`config.mk`:
```
export PLATFORM = sky130hd
export DESIGN_NAME = dac_sample_feeder
export DESIGN_NICKNAME = d
export VERILOG_FILES = /design/src/rtl/dac_sample_feeder.sv
export SDC_FILE = /design/constraint.sdc
export NUM_CORES = 1
export LEC_CHECK = 0
export BUFFER_PORTS_ARGS = -buffer_cell sky130_fd_sc_hd__buf_2
export CAP_MARGIN = 20
export CORE_MARGIN = 2
export CORE_UTILIZATION = 55
export CTS_CLUSTER_DIAMETER = 80
export CTS_CLUSTER_SIZE = 30
export DETAILED_ROUTE_END_ITERATION = 10
export GPL_ROUTABILITY_DRIVEN = 0
export GPL_TIMING_DRIVEN = 0
export PLACE_DENSITY = 0.81
export SLEW_MARGIN = 15
export SYNTH_ARGS = -nofsm -noshare
export SYNTH_HDL_FRONTEND = slang
export SYNTH_SLANG_ARGS = --single-unit
export TNS_END_PERCENT = 10
```
`constraint.sdc`:
```
create_clock -name clk -period 5 [get_ports clk]
set_input_delay 0.25 -clock clk [delete_from_list [all_inputs] [get_ports clk]]
set_output_delay 0.25 -clock clk [all_outputs]
set_load 0.005 [all_outputs]
```
`src/rtl/dac_sample_feeder.sv`:
```
// dac_sample_feeder: upstream stage of the 8-bit DAC.
// Buffers sample codes from a valid/ready producer in a small FIFO. The block
// releases one code per programmable sample period (div+1 clocks) onto dac_d.
// On underflow it holds the last code and sets a sticky flag. While disabled it
// parks the DAC at IDLE_CODE.
//
// Optional feature: define DAC_FEED_SLEW_EN to slew-limit dac_d toward each
// popped sample by at most MAX_STEP per tick.
//
// Ports:
//   clk, rst    clock; asynchronous active-high reset
//   en          run enable; 0 flushes the FIFO and returns to IDLE
//   div         sample period minus one, sampled every cycle
//   s_data      sample code from producer
//   s_valid     producer has s_data
//   s_ready     FIFO can accept (not full)
//   dac_d       registered code to the DAC digital input
//   dac_update  one-cycle pulse: dac_d took a new value
//   underflow   sticky: a tick found no sample to consume
//   level       FIFO occupancy 0..DEPTH
module dac_sample_feeder #(
  parameter int unsigned DEPTH     = 8,
  parameter int unsigned DIV_W     = 16,
  parameter logic [7:0]  IDLE_CODE = 8'h80,
  parameter int unsigned MAX_STEP  = 16
) (
  input  logic                       clk,
  input  logic                       rst,
  input  logic                       en,
  input  logic [DIV_W-1:0]           div,
  input  logic [7:0]                 s_data,
  input  logic                       s_valid,
  output logic                       s_ready,
  output logic [7:0]                 dac_d,
  output logic                       dac_update,
  output logic                       underflow,
  output logic [$clog2(DEPTH+1)-1:0] level
);

  localparam int unsigned DW    = 8;
  localparam int unsigned PTR_W = $clog2(DEPTH);
  localparam int unsigned LVL_W = $clog2(DEPTH + 1);
  localparam int unsigned HALF  = DEPTH / 2;

  // Elaboration-time parameter legality checks
  if (DEPTH < 2 || (DEPTH & (DEPTH - 1)) != 0) begin : g_bad_depth
    $error("dac_sample_feeder: DEPTH must be a power of 2 and >= 2");
  end
  if (MAX_STEP < 1 || MAX_STEP > 255) begin : g_bad_step
    $error("dac_sample_feeder: MAX_STEP must be in 1..255");
  end

  typedef enum logic [1:0] {
    IDLE  = 2'd0,
    PRIME = 2'd1,
    RUN   = 2'd2
  } state_t;

  state_t           state, state_nxt;
  logic [DW-1:0]    mem [DEPTH];
  logic [PTR_W-1:0] wr_ptr, rd_ptr;
  logic [DIV_W-1:0] cnt;
  logic [DW-1:0]    head;
  logic             full, empty;
  logic             push, pop, tick, uf_set;

  assign full    = (level == LVL_W'(DEPTH));
  assign empty   = (level == '0);
  assign s_ready = !full;
  assign head    = mem[rd_ptr];

`ifdef DAC_FEED_SLEW_EN
  localparam logic signed [8:0] STEP_P = 9'(MAX_STEP);

  logic [DW-1:0]     target;
  logic [DW-1:0]     src;
  logic              at_tgt, move;
  logic signed [8:0] diff, stp;
  logic [8:0]        sum;

  assign at_tgt = (dac_d == target);

  // Step toward the (possibly freshly popped) target, clamped to +-MAX_STEP
  always_comb begin
    src  = target;
    diff = '0;
    stp  = '0;
    sum  = '0;
    move = 1'b0;
    if (pop) src = head;
    diff = $signed({1'b0, src}) - $signed({1'b0, dac_d});
    if (diff > STEP_P)       stp = STEP_P;
    else if (diff < -STEP_P) stp = -STEP_P;
    else                     stp = diff;
    // Clamped step lands between dac_d and src, so the sum stays in 0..255
    sum  = {1'b0, dac_d} + $unsigned(stp);
    move = pop || (tick && !at_tgt);
  end
`endif

  // State register
  always_ff @(posedge clk or posedge rst) begin
    if (rst) state <= IDLE;
    else     state <= state_nxt;
  end

  // Next state, divider tick and FIFO handshake decode
  always_comb begin
    state_nxt = state;
    tick      = 1'b0;
    push      = s_valid && s_ready && en;
    pop       = 1'b0;
    uf_set    = 1'b0;
    case (state)
      IDLE:    state_nxt = PRIME;
      PRIME:   if (level >= LVL_W'(HALF)) state_nxt = RUN;
      RUN:     tick = (cnt >= div);
      default: state_nxt = IDLE;
    endcase
`ifdef DAC_FEED_SLEW_EN
    pop    = tick && at_tgt && !empty;
    uf_set = tick && at_tgt && empty;
`else
    pop    = tick && !empty;
    uf_set = tick && empty;
`endif
    if (!en) state_nxt = IDLE;
  end

  // Sample storage; contents are don't-care while level says empty
  always_ff @(posedge clk) begin
    if (push) mem[wr_ptr] <= s_data;
  end

  // Pointers, occupancy, divider and DAC output registers
  always_ff @(posedge clk or posedge rst) begin
    if (rst) begin
      wr_ptr     <= '0;
      rd_ptr     <= '0;
      level      <= '0;
      cnt        <= '0;
      dac_d      <= IDLE_CODE;
      dac_update <= 1'b0;
      underflow  <= 1'b0;
`ifdef DAC_FEED_SLEW_EN
      target     <= IDLE_CODE;
`endif
    end else if (!en) begin
      // Flush on disable, abandoning any period or slew in progress
      wr_ptr     <= '0;
      rd_ptr     <= '0;
      level      <= '0;
      cnt        <= '0;
      dac_d      <= IDLE_CODE;
      dac_update <= 1'b0;
      underflow  <= 1'b0;
`ifdef DAC_FEED_SLEW_EN
      target     <= IDLE_CODE;
`endif
    end else begin
      if (push) wr_ptr <= wr_ptr + PTR_W'(1);
      if (pop)  rd_ptr <= rd_ptr + PTR_W'(1);
      if (push && !pop)      level <= level + LVL_W'(1);
      else if (!push && pop) level <= level - LVL_W'(1);
      if (state == RUN && !tick) cnt <= cnt + DIV_W'(1);
      else                       cnt <= '0;
      if (uf_set) underflow <= 1'b1;
`ifdef DAC_FEED_SLEW_EN
      if (pop) target <= head;
      if (move) dac_d <= sum[DW-1:0];
      dac_update <= move && (sum[DW-1:0] != dac_d);
`else
      if (pop) dac_d <= head;
      dac_update <= pop;
`endif
    end
  end

endmodule
```
==> metrics.txt, run 1 <==
Chip Height=96.2 um; reg-to-reg critical path startpoint=cnt[0]$_DFF_PP0_; crit path from=cnt[0]$_DFF_PP0_; DR vias=2840; Synth warnings=0; synthesized flop and latch total=102; Via density=5.65; CTS Sinks=102; GR Util All Layers=0.207; Setup Crit Path Kind=reg2reg; critical path launch point type=register; layout cell share with drive strength beyond 1=0.236; input/output buffers=41; die area=9260 um^2; worst hold path type=in2reg; Placed Area=slightly above 5000 um^2; power per cell area=299 nW/um^2; area leader, netlist=edfxtp_1; Syn Nets=389; post-synthesis sequential area ratio=0.614; Crit path largest cell delay=about 0.43 ns; first-pass GRT wire length=about 14 mm; Cells after Synth=339; Tmin final=3.49 ns; total CTS buffers=9; Slew Viols, Final=0; Area Growth Syn to Fin=12.6%; Slew HR=0.403; vias in the first global route=2910; worst skew pair latency=approximately 0.37 ns; Fin Setup TNS=0 ns; IO Pins=between 40 and 50; count leader, synth=edfxtp_1; Crit Path Max Fanout=6; Synth Cell Area=4680 um^2; r2r setup slk=1.51 ns; worst path cell trace=inv_1 > ha_1 > nand2b_4 > a2111oi_2 > nand3b_1 > nand4b_1 > nand2_1 > nand3_1 > ha_1 > a21o_1 > a21oi_1 > nor2_1 > a32oi_1 > mux2i_1; initial antenna violation count=0; cell with the most instances on the worst path=ha_1; Worst path top cell family by delay=simple AND/OR/NAND/NOR gates; Slew @ Worst Pin=0.892 ns; WP data required=around 5.3 ns; Crit-path slowest cell=dfrtp_1; Die X=96.2 um; Distinct cells, synth=48; data arrival time of the critical path=3.78 ns; Rows=33; DRC=0; worst path buffer plus inverter count=1; Critical Path End=level[3]$_DFFE_PP0P_; Starting DRT DRC Count=178; CTS Buffer Depth=2; WL final=8.65 mm; number of iterations in the first detailed-routing pass=4; commonest cells in the synthesized netlist=64 x edfxtp_1, 41 x nor2_1, 37 x dfrtp_1; Worst IR Drop VDD=0.212 mV; CTS root buf=clkbuf_8; Layout Cells excl Fill=503; Finished Cell Area=5270 um^2; Ant. Diodes=0; Async SR Flop Fraction=0.373; Initial Util=0.569; Final setup viols=0; Critical R2R Capture=level[3]$_DFFE_PP0P_; maxcap violations=0; Clock transition at path regs=0.11 ns; Cells after DPL=486; Synth top area share=0.411; CTS tree=yes; critical path endpoint category=register; status=complete, no violations; core area=between 8000 and 9000 um^2; RSZ-0062 raised after global routing=false; clk_skew=~0.017 ns; cells on worst reg2reg path=14; period utilization=0.699; H-tree depth=3; Synth Area per Inst=approximately 14 um^2; ANT nets after route=0; fmax=286 MHz; nets@finish=443; largest net degree at the start of global routing=39; top cells by area, synth=edfxtp_1 41%, dfrtp_1 20%, mux4_2 7.7%, ha_1 5.6%, nor2_1 3.3%; Leakage=2.10 nW; Fillers=588; Routed WL per cell=about 17 um; Post-synth EDFFs=64; DP HPWL=6.16 mm; Post-CTS Setup Bufs=0; Synth Flop Type=edfxtp_1; final hold vios=0; grt ovf=0; CP Depth=14
[through the flow]
step                worst slack (ns)  total power [mW]  utilization  hold slack, ns
CTS                             1.48              1.59        0.641           0.135
global route                    1.24              1.63        0.641           0.156
global placement                1.59              1.07        0.610           0.434
finish                          1.51              1.57        0.641           0.147
detailed placement              1.52              1.08        0.614           0.292
floorplan                       2.05              1.03            -           0.349
[flip-flops by register name (all words and copies together) (netlist names)]
signal      count
dac_d           8
level           4
rd_ptr          3
mem            64
dac_update      1
cnt            16
wr_ptr          3
state           2
underflow       1
[worst register-to-register path, cell delays in order (launching register included)]
cell       delay (ns)
dfrtp_1          0.43
inv_1            0.06
ha_1             0.26
nand2b_4         0.14
a2111oi_2        0.35
nand3b_1         0.17
nand4b_1         0.33
nand2_1          0.33
nand3_1          0.17
ha_1             0.32
a21o_1           0.18
a21oi_1          0.18
nor2_1           0.06
a32oi_1          0.20
mux2i_1          0.21
[metal layers]
layer,global-route usage,routed length (um),vias up
met5,0,0,-
met2,0.382,4650,71
met1,0.249,3480,1402
li1,-,-,1355
met4,0.0655,117,0
met3,0.0313,397,12
[where the power goes]
part / total, mW / leakage [nW] / internal [mW] / switching [mW]
clock: 0.513 / 0.106 / 0.202 / 0.311
combinational: 0.125 / 0.893 / 0.0545 / 0.0707
sequential: 0.935 / 1.10 / 0.918 / 0.0171
total: 1.57 / 2.10 / 1.17 / 0.399
[cells by family after synthesis]
family,count (synthesis),synth area share
flip-flops,102,0.614
AO/OA/AOI/OAI,34,0.0500
adder cells (fa/ha/maj),22,0.0604
multiplexers,25,0.0963
XOR/XNOR,17,0.0318
buffers and inverters,33,0.0284
AND/OR/NAND/NOR,106,0.119
[cells in the final DEF (no fill, tap or decap), types with 2 or more instances in the layout]
cell and instances:
a211oi_1 9, a21oi_1 7, and2_1 2, and3_1 5, buf_1 2, buf_2 45, clkbuf_1 4, clkbuf_8 9
clkinv_4 2, clkinv_8 3, dfrtp_1 37, edfxtp_1 64, ha_1 21, inv_1 21, inv_8 2, mux2i_1 9
mux4_2 16, nand2_1 14, nand2b_1 4, nand3_1 13, nand4_1 3, nor2_1 41, nor2b_1 2, nor3_1 3
nor3_2 2, nor3b_1 2, o21ai_0 10, or3_1 3, xnor2_1 6, xor2_1 11
[timing repair]
item | 4_1_cts | 5_1_grt
hold buffers | 1 | 0
endpoints found under the setup margin | 0 | 0
hold endpoints to repair | 37 | 0
resized for setup | 0 | 0
[cell type report]
| type | instances | area [um^2] | area share |
|---|---|---|---|
| Sequential cell | 102 | 2870 | 0.546 |
| Multi-Input combinational cell | 204 | 1680 | 0.319 |
| Timing Repair Buffer | 43 | 235 | 0.0447 |
| Tap cell | 105 | 131 | 0.0249 |
| Clock buffer | 9 | 124 | 0.0235 |
| Clock inverter | 7 | 88.8 | 0.0169 |
| Inverter | 22 | 82.6 | 0.0157 |
| Buffer | 11 | 50.0 | 0.00950 |
[how the worst min path moves through the flow]
stage / startpoint / to / slack (ns) / depth (start not counted)
after floorplan: s_data[0] / mem[0][0]$_DFFE_PP_ / 0.35 / 0
after global placement: state[1]$_DFFE_PP0P_ / state[0]$_DFFE_PP0P_ / 0.43 / 1
after detailed placement: rst / cnt[12]$_DFF_PP0_ / 0.29 / 3
after CTS: s_data[3] / mem[1][3]$_DFFE_PP_ / 0.14 / 1
after global routing: s_data[2] / mem[5][2]$_DFFE_PP_ / 0.16 / 1
final: s_data[3] / mem[1][3]$_DFFE_PP_ / 0.15 / 1
(Power assumes the default switching activity.)
==> run 2, diff against run 1 <==
--- a/config.mk
+++ b/config.mk
@@ -5,10 +5,11 @@
 export SDC_FILE = /design/constraint.sdc
 export NUM_CORES = 1
 export LEC_CHECK = 0
+export ABC_AREA = 1
 export BUFFER_PORTS_ARGS = -buffer_cell sky130_fd_sc_hd__buf_2
 export CAP_MARGIN = 20
 export CORE_MARGIN = 2
-export CORE_UTILIZATION = 55
+export CORE_UTILIZATION = 53
 export CTS_CLUSTER_DIAMETER = 80
 export CTS_CLUSTER_SIZE = 30
 export DETAILED_ROUTE_END_ITERATION = 10
==> constraint.sdc (replaced) <==
create_clock -name clk -period 3.2 [get_ports clk]
set_input_delay 0.16 -clock clk [delete_from_list [all_inputs] [get_ports clk]]
set_output_delay 0.16 -clock clk [all_outputs]
set_load 0.005 [all_outputs]
==> run 2 against run 1 <==
Effect of this change: global-route usage up 0.085 points; power up 61%; die area up 4.8%; clock power up 44%; combinational power up 140%; critical endpoint unchanged; utilization down 3.2 points; synthesized cell count up 30%; maximum frequency up 27%; via count up 19%.
==> metrics.txt, run 2 <==
GR Util All Layers=0.208 (+0.000848); DR vias=3375 (+19%); Area Growth Syn to Fin=11.8%; WL final=9.55 mm (+10%); Chip Height=98.5 um (+2.4%); WP data required=3.46 ns (-1.82 ns); Starting DRT DRC Count=226 (+27%); Clock transition at path regs=0.10 ns (about the same); commonest cells in the synthesized netlist=64 x edfxtp_1, 64 x nor2_1, 53 x nand2_1; final hold vios=0 (unchanged); Synth top area share=0.406 (-0.00467); largest net degree at the start of global routing=38 (-2.6%); data arrival time of the critical path=3.02 ns (-0.76 ns); grt ovf=0 (unchanged); nets@finish=547 (+23%); Die X=98.5 um (+2.4%); vias in the first global route=3350 (+15%); total CTS buffers=9 (unchanged); core area=8680 um^2 (+5.6%); Fin Setup TNS=0 ns (unchanged); CTS tree=yes; critical path endpoint category=register; period utilization=0.861 (+0.162); status=complete, no violations; H-tree depth=3 (unchanged); ANT nets after route=0 (unchanged); Synth warnings=0 (unchanged); post_cts resized=0 (unchanged); Final setup viols=0 (unchanged); worst hold path type=in2reg; top cells by area, synth=edfxtp_1 41%, dfrtp_1 20%, ha_1 5.6%, nor2_1 5.1%, nand2_1 4.2%; Ant. Diodes=0 (unchanged); CTS Buffer Depth=2 (unchanged); Via density=5.53 (-2.0%); Initial Util=0.545 (-0.0241); max reg flops=64 (unchanged); synthesized flop and latch total=102 (unchanged); number of iterations in the first detailed-routing pass=5 (+1); CTS root buf=clkbuf_8; CTS Sinks=102 (unchanged); Slew HR=0.388 (-0.0149); Crit path largest cell delay=0.45 ns (+0.02 ns); Worst IR Drop VDD=0.414 mV (+95%); clk_skew=0.00730 ns (-0.0102 ns); worst path buffer plus inverter count=2 (+1); Setup Crit Path Kind=reg2reg; Power Total=2.54 mW (+61%); Placed Area=5100 um^2 (+1.0%); Async SR Flop Fraction=0.373 (unchanged); cell with the most instances on the worst path=nand2_1; Tmin final=2.76 ns (-0.739 ns); DP HPWL=6.70 mm (+8.8%); commonest non-fill, non-tap cells in the layout=64 x nor2_1, 64 x edfxtp_1, 53 x nand2_1; Syn Nets=492 (+26%); initial antenna violation count=0 (unchanged); worst path cell trace=ha_1 > a21oi_1 > o21ai_1 > a21oi_1 > nand2_2 > nand3_2 > buf_6 > nand2_2 > ha_1 > a21oi_1 > nand2_1 > xor2_1 > inv_1 > nand2_1 > nand2_1 > nand2_1 > nand2_1; layout cell share with drive strength beyond 1=0.165 (-0.0708); power per cell area=480 nW/um^2 (+61%); DRC=0 (unchanged); Synth Area per Inst=10.7 um^2 (-22%); area leader, netlist=edfxtp_1; Crit Path Max Fanout=10 (+4); critical path launch point type=register; Routed WL per cell=15.7 um (-9.0%); first-pass GRT wire length=15.8 mm (+13%); Leakage=2.27 nW (+8.1%); Synth Flop Type=edfxtp_1; Post-synth EDFFs=64 (unchanged); Biggest register=mem; Distinct cells, synth=37 (-23%); Synth Cell Area=4730 um^2 (+1.2%); Slew Viols, Final=0 (unchanged); post-synthesis sequential area ratio=0.607 (-0.00698); RSZ-0062 raised after global routing=false; fmax=363 MHz (+27%); die area=9700 um^2 (+4.8%); Finished Cell Area=5290 um^2 (+0.40%); Cells after Synth=442 (+30%); input/output buffers=42 (+2.4%); Rows=34 (+3.0%); IO Pins=43 (unchanged); Fillers=697 (+19%); Slew @ Worst Pin=0.915 ns (+0.0223 ns); biggest registers after layout=mem x64, cnt x16, dac_d x8; Crit-path slowest cell=dfrtp_1; Worst path top cell family by delay=adder cells; worst skew pair latency=0.36 ns (about the same); maxcap violations=0 (unchanged)
[run 2: cell types whose count changed after synthesis, sizes merged, moves of 8 or more]
| cell | previous run | this run |
|---|---|---|
| nand2 | 14 | 58 |
| o21ai | 10 | 43 |
| nor2 | 42 | 72 |
| inv | 22 | 48 |
| mux4 | 16 | 0 |
| o221ai | 0 | 16 |
| nand3 | 13 | 24 |
| mux2i | 9 | 0 |
| a211oi | 9 | 1 |
[run 2: final timing paths]
kind | startpoint | endpoint | slack, ns | cells past startpoint
worst min-delay path | s_data[7] | mem[6][7]$_DFFE_PP_ | 0.06 | 1
worst max register to register | cnt[9]$_DFF_PP0_ | level[3]$_DFFE_PP0P_ | 0.44 | 17
min in group asynchronous | rst | dac_update$_DFF_PP0_ | 0.18 | 3
max in group asynchronous | rst | dac_d[7]$_DFFE_PP1P_ | 2.60 | 4
worst min register to register | cnt[0]$_DFF_PP0_ | cnt[0]$_DFF_PP0_ | 0.47 | 1
worst max-delay path | cnt[9]$_DFF_PP0_ | level[3]$_DFFE_PP0P_ | 0.44 | 17
[run 2: report_power, final]
part,leakage [nW],total (mW),switching (mW),internal [mW]
clock network,0.0894,0.739,0.446,0.292
registers,1.10,1.50,0.0436,1.46
logic,1.08,0.299,0.186,0.113
total,2.27,2.54,0.676,1.86
[run 2: stage by stage]
| step | util | hold slack, ns | instances | setup slack (ns) |
|---|---|---|---|---|
| global placement | 0.585 | 0.423 | 592 | 0.532 |
| floorplan | - | 0.259 | 442 | 0.748 |
| finish | 0.609 | 0.0551 | 610 | 0.444 |
| global route | 0.609 | 0.0420 | 610 | 0.0680 |
| CTS | 0.609 | 0.0473 | 610 | 0.414 |
| detailed placement | 0.587 | 0.0185 | 593 | 0.447 |
[run 2: what timing repair did]
item | CTS | global route
hold buffers | 1 | 0
setup buffers | 0 | 0
endpoints found under the hold margin | 37 | 0
[run 2: kinds of logic (layout without fill, tap and decap cells)]
| logic type | Yosys count | count (layout) | synth area share |
|---|---|---|---|
| AND/OR/NAND/NOR | 165 | 165 | 0.160 |
| flip-flops | 102 | 102 | 0.607 |
| AO/OA/AOI/OAI | 79 | 79 | 0.0986 |
| adder cells (fa/ha/maj) | 22 | 22 | 0.0598 |
| buffers and inverters | 62 | 122 | 0.0518 |
| XOR/XNOR | 12 | 12 | 0.0222 |
[run 2: final cells by class]
| cell class | count | area, um^2 | area share |
|---|---|---|---|
| plain buffers | 13 | 61.3 | 0.0116 |
| clock buffers | 9 | 124 | 0.0234 |
| multi-input cells | 278 | 1610 | 0.305 |
| well taps | 108 | 135 | 0.0256 |
| repair buffers | 44 | 240 | 0.0454 |
| flip-flops and latches | 102 | 2870 | 0.543 |
| clock inverters | 7 | 57.6 | 0.0109 |
| inverters | 49 | 184 | 0.0348 |
[run 2: metal layers]
metal  share of wire  track usage  routed length, um
met1            0.42        0.269               3980
met2            0.51        0.352               4880
met3           0.057       0.0411                540
met4           0.015       0.0769                146
met5               0            0                  0
[run 2: worst reg2reg max path, cell delays in order (launching register included)]
cell,delay (ns)
dfrtp_1,0.45
ha_1,0.33
a21oi_1,0.13
o21ai_1,0.07
a21oi_1,0.19
nand2_2,0.13
nand3_2,0.12
buf_6,0.16
nand2_2,0.08
ha_1,0.33
a21oi_1,0.15
nand2_1,0.07
xor2_1,0.18
inv_1,0.06
nand2_1,0.06
nand2_1,0.04
nand2_1,0.06
nand2_1,0.04
==> run 3, diff against run 2 <==
--- a/config.mk
+++ b/config.mk
@@ -8,8 +8,10 @@
 export ABC_AREA = 1
 export BUFFER_PORTS_ARGS = -buffer_cell sky130_fd_sc_hd__buf_2
 export CAP_MARGIN = 20
+export CELL_PAD_IN_SITES_DETAIL_PLACEMENT = 0
+export CELL_PAD_IN_SITES_GLOBAL_PLACEMENT = 1
 export CORE_MARGIN = 2
-export CORE_UTILIZATION = 53
+export CORE_UTILIZATION = 42
 export CTS_CLUSTER_DIAMETER = 80
 export CTS_CLUSTER_SIZE = 30
 export DETAILED_ROUTE_END_ITERATION = 10
==> constraint.sdc (replaced) <==
create_clock -name clk -period 3.2 [get_ports clk]
set_input_delay 0.16 -clock clk [delete_from_list [all_inputs] [get_ports clk]]
set_output_delay 0.16 -clock clk [all_outputs]
set_load 0.01 [all_outputs]
==> run 3 against run 2 <==
Effect of this change: first-iteration DRC count grew 16%; maximum frequency shrank 0.88%; largest power group unchanged; setup slack lost 0.025 ns; die area grew 25%; critical path depth is the same; final cell count grew 5.2%; largest cell class unchanged.
==> metrics.txt, run 3 (synthesis gave the netlist of run 2 again) <==
Biggest register=mem; WP data required=3.44 ns (-0.02 ns); final hold vios=0 (unchanged); Power Total=2.84 mW (+12%); Final WS setup=0.420 ns (-0.0245 ns); Tmin final=2.78 ns (+0.0245 ns); first-pass GRT wire length=15.8 mm (-0.26%); worst hold path type=in2reg; Clock transition at path regs=0.07 ns (-0.03 ns); H-tree depth=3 (unchanged); die area=12100 um^2 (+25%); IO Pins=43 (unchanged); Slew HR=0.394 (+0.00649); DP HPWL=6.97 mm (+4.1%); CTS tree=yes; DRC=0 (unchanged); Slew @ Worst Pin=0.905 ns (-0.00970 ns); total CTS buffers=9 (unchanged); Crit path largest cell delay=0.44 ns (about the same); Routed WL per cell=15.2 um (-3.0%); Ant. Diodes=0 (unchanged); power per cell area=524 nW/um^2 (+9.2%); Initial Util=0.433 (-0.113); pre-CTS setup slack=0.433 ns (-0.0139 ns); Via density=5.11 (-7.6%); number of iterations in the first detailed-routing pass=4 (-1); worst path cell trace=ha_1 > a21oi_1 > o21ai_1 > a21oi_1 > nand2_2 > nand3_2 > buf_6 > nand2_2 > ha_1 > a21oi_1 > nand2_1 > xor2_1 > inv_1 > nand2_1 > nand2_1 > nand2_1 > nand2_1; Final setup viols=0 (unchanged); core area=10900 um^2 (+26%); max reg flops=64 (unchanged); vias in the first global route=3222 (-3.8%); nets@finish=547 (unchanged); fmax=360 MHz (-0.88%); Fillers=997 (+43%); Placed Area=5140 um^2 (+0.79%); ANT nets after route=0 (unchanged); CTS root buf=clkbuf_16; worst skew pair latency=0.35 ns (about the same); RSZ-0062 raised after global routing=false; GR Util All Layers=0.175 (-0.0331); critical path launch point type=register; input/output buffers=42 (unchanged); Leakage=2.32 nW (+2.2%); Worst IR Drop VDD=0.301 mV (-27%); status=complete, no violations; Chip Height=110 um (+12%); biggest registers after layout=mem x64, cnt x16, dac_d x8; Crit-path slowest cell=dfrtp_1; WHS=0.0765 ns (+0.0213 ns); Area Growth Syn to Fin=14.7%; Setup Crit Path Kind=reg2reg; layout cell share with drive strength beyond 1=0.165 (unchanged); Rows=38 (+12%); Slew Viols, Final=0 (unchanged); maxcap violations=0 (unchanged); cell with the most instances on the worst path=nand2_1; Cells after DPL=625 (+5.4%); CTS Sinks=102 (unchanged); critical path endpoint category=register; CTS Buffer Depth=2 (unchanged); clk_skew=0.00877 ns (+0.00146 ns); Fin Setup TNS=0 ns (unchanged); WL final=9.74 mm (+2.0%); grt ovf=0 (unchanged); period utilization=0.869 (+0.00766); Starting DRT DRC Count=262 (+16%); Crit Path Max Fanout=10 (unchanged); Layout Cells excl Fill=642 (+5.2%); initial antenna violation count=0 (unchanged); largest net degree at the start of global routing=37 (-2.6%); commonest non-fill, non-tap cells in the layout=64 x nor2_1, 64 x edfxtp_1, 53 x nand2_1; fin util=0.496 (-0.113); data arrival time of the critical path=3.02 ns (about the same); Finished Cell Area=5430 um^2 (+2.6%); Die X=110 um (+12%); DR vias=3282 (-2.8%)
==> run 3: cell count changes in the layout (fill, tap and decap cells not counted), sizes merged <==
cell and change:
clkinv -3, clkbuf +1, inv +3, clkinvlp -1
==> run 3: per-layer routing <==
layer / vias to the layer above / track usage / wire [um]
met5: - / 0 / 0
met2: 76 / 0.305 / 4810
met3: 14 / 0.0329 / 550
met4: 0 / 0.0589 / 158
li1: 1638 / - / -
met1: 1554 / 0.220 / 4230
==> run 3: timing repair <==
item	4_1_cts	5_1_grt
gates resized for setup	0	0
buffers inserted	0	0
hold buffers	1	0
endpoints found under the hold margin	38	0
==> run 3: path summary, 6_finish.rpt <==
check,start,cells past startpoint,slack [ns],to
setup / recovery,cnt[9]$_DFF_PP0_,17,0.42,level[3]$_DFFE_PP0P_
hold / removal,s_data[7],1,0.08,mem[6][7]$_DFFE_PP_
setup reg to reg,cnt[9]$_DFF_PP0_,17,0.42,level[3]$_DFFE_PP0P_
hold reg to reg,cnt[0]$_DFF_PP0_,1,0.46,cnt[0]$_DFF_PP0_
max in group asynchronous,rst,4,2.60,level[3]$_DFFE_PP0P_
min in group asynchronous,rst,3,0.21,dac_update$_DFF_PP0_
==> run 3: critical path: cells and delay by family (launching register included) <==
family / cells / cell delay (ns)
AO/OA/AOI/OAI: 4 / 0.58
XOR/XNOR: 1 / 0.18
adder cells (fa/ha/maj): 2 / 0.65
buffers and inverters: 2 / 0.21
flip-flops: 1 / 0.44
AND/OR/NAND/NOR: 8 / 0.60
==> run 3: power breakdown <==
group	switching (mW)	internal [mW]	total (mW)	leakage, nW
registers	0.0390	1.46	1.50	1.10
clock network	0.497	0.543	1.04	0.140
logic	0.195	0.113	0.308	1.08
total	0.731	2.11	2.84	2.32
==> run 3: final cells by class <==
cell class	count	area [um^2]	share of cell area
Timing Repair Buffer	44	240	0.0443
Multi-Input combinational cell	278	1610	0.297
Inverter	49	184	0.0339
Sequential cell	102	2870	0.530
Buffer	13	61.3	0.0113
Tap cell	140	175	0.0323
Clock inverter	6	51.3	0.00945
Clock buffer	10	229	0.0422
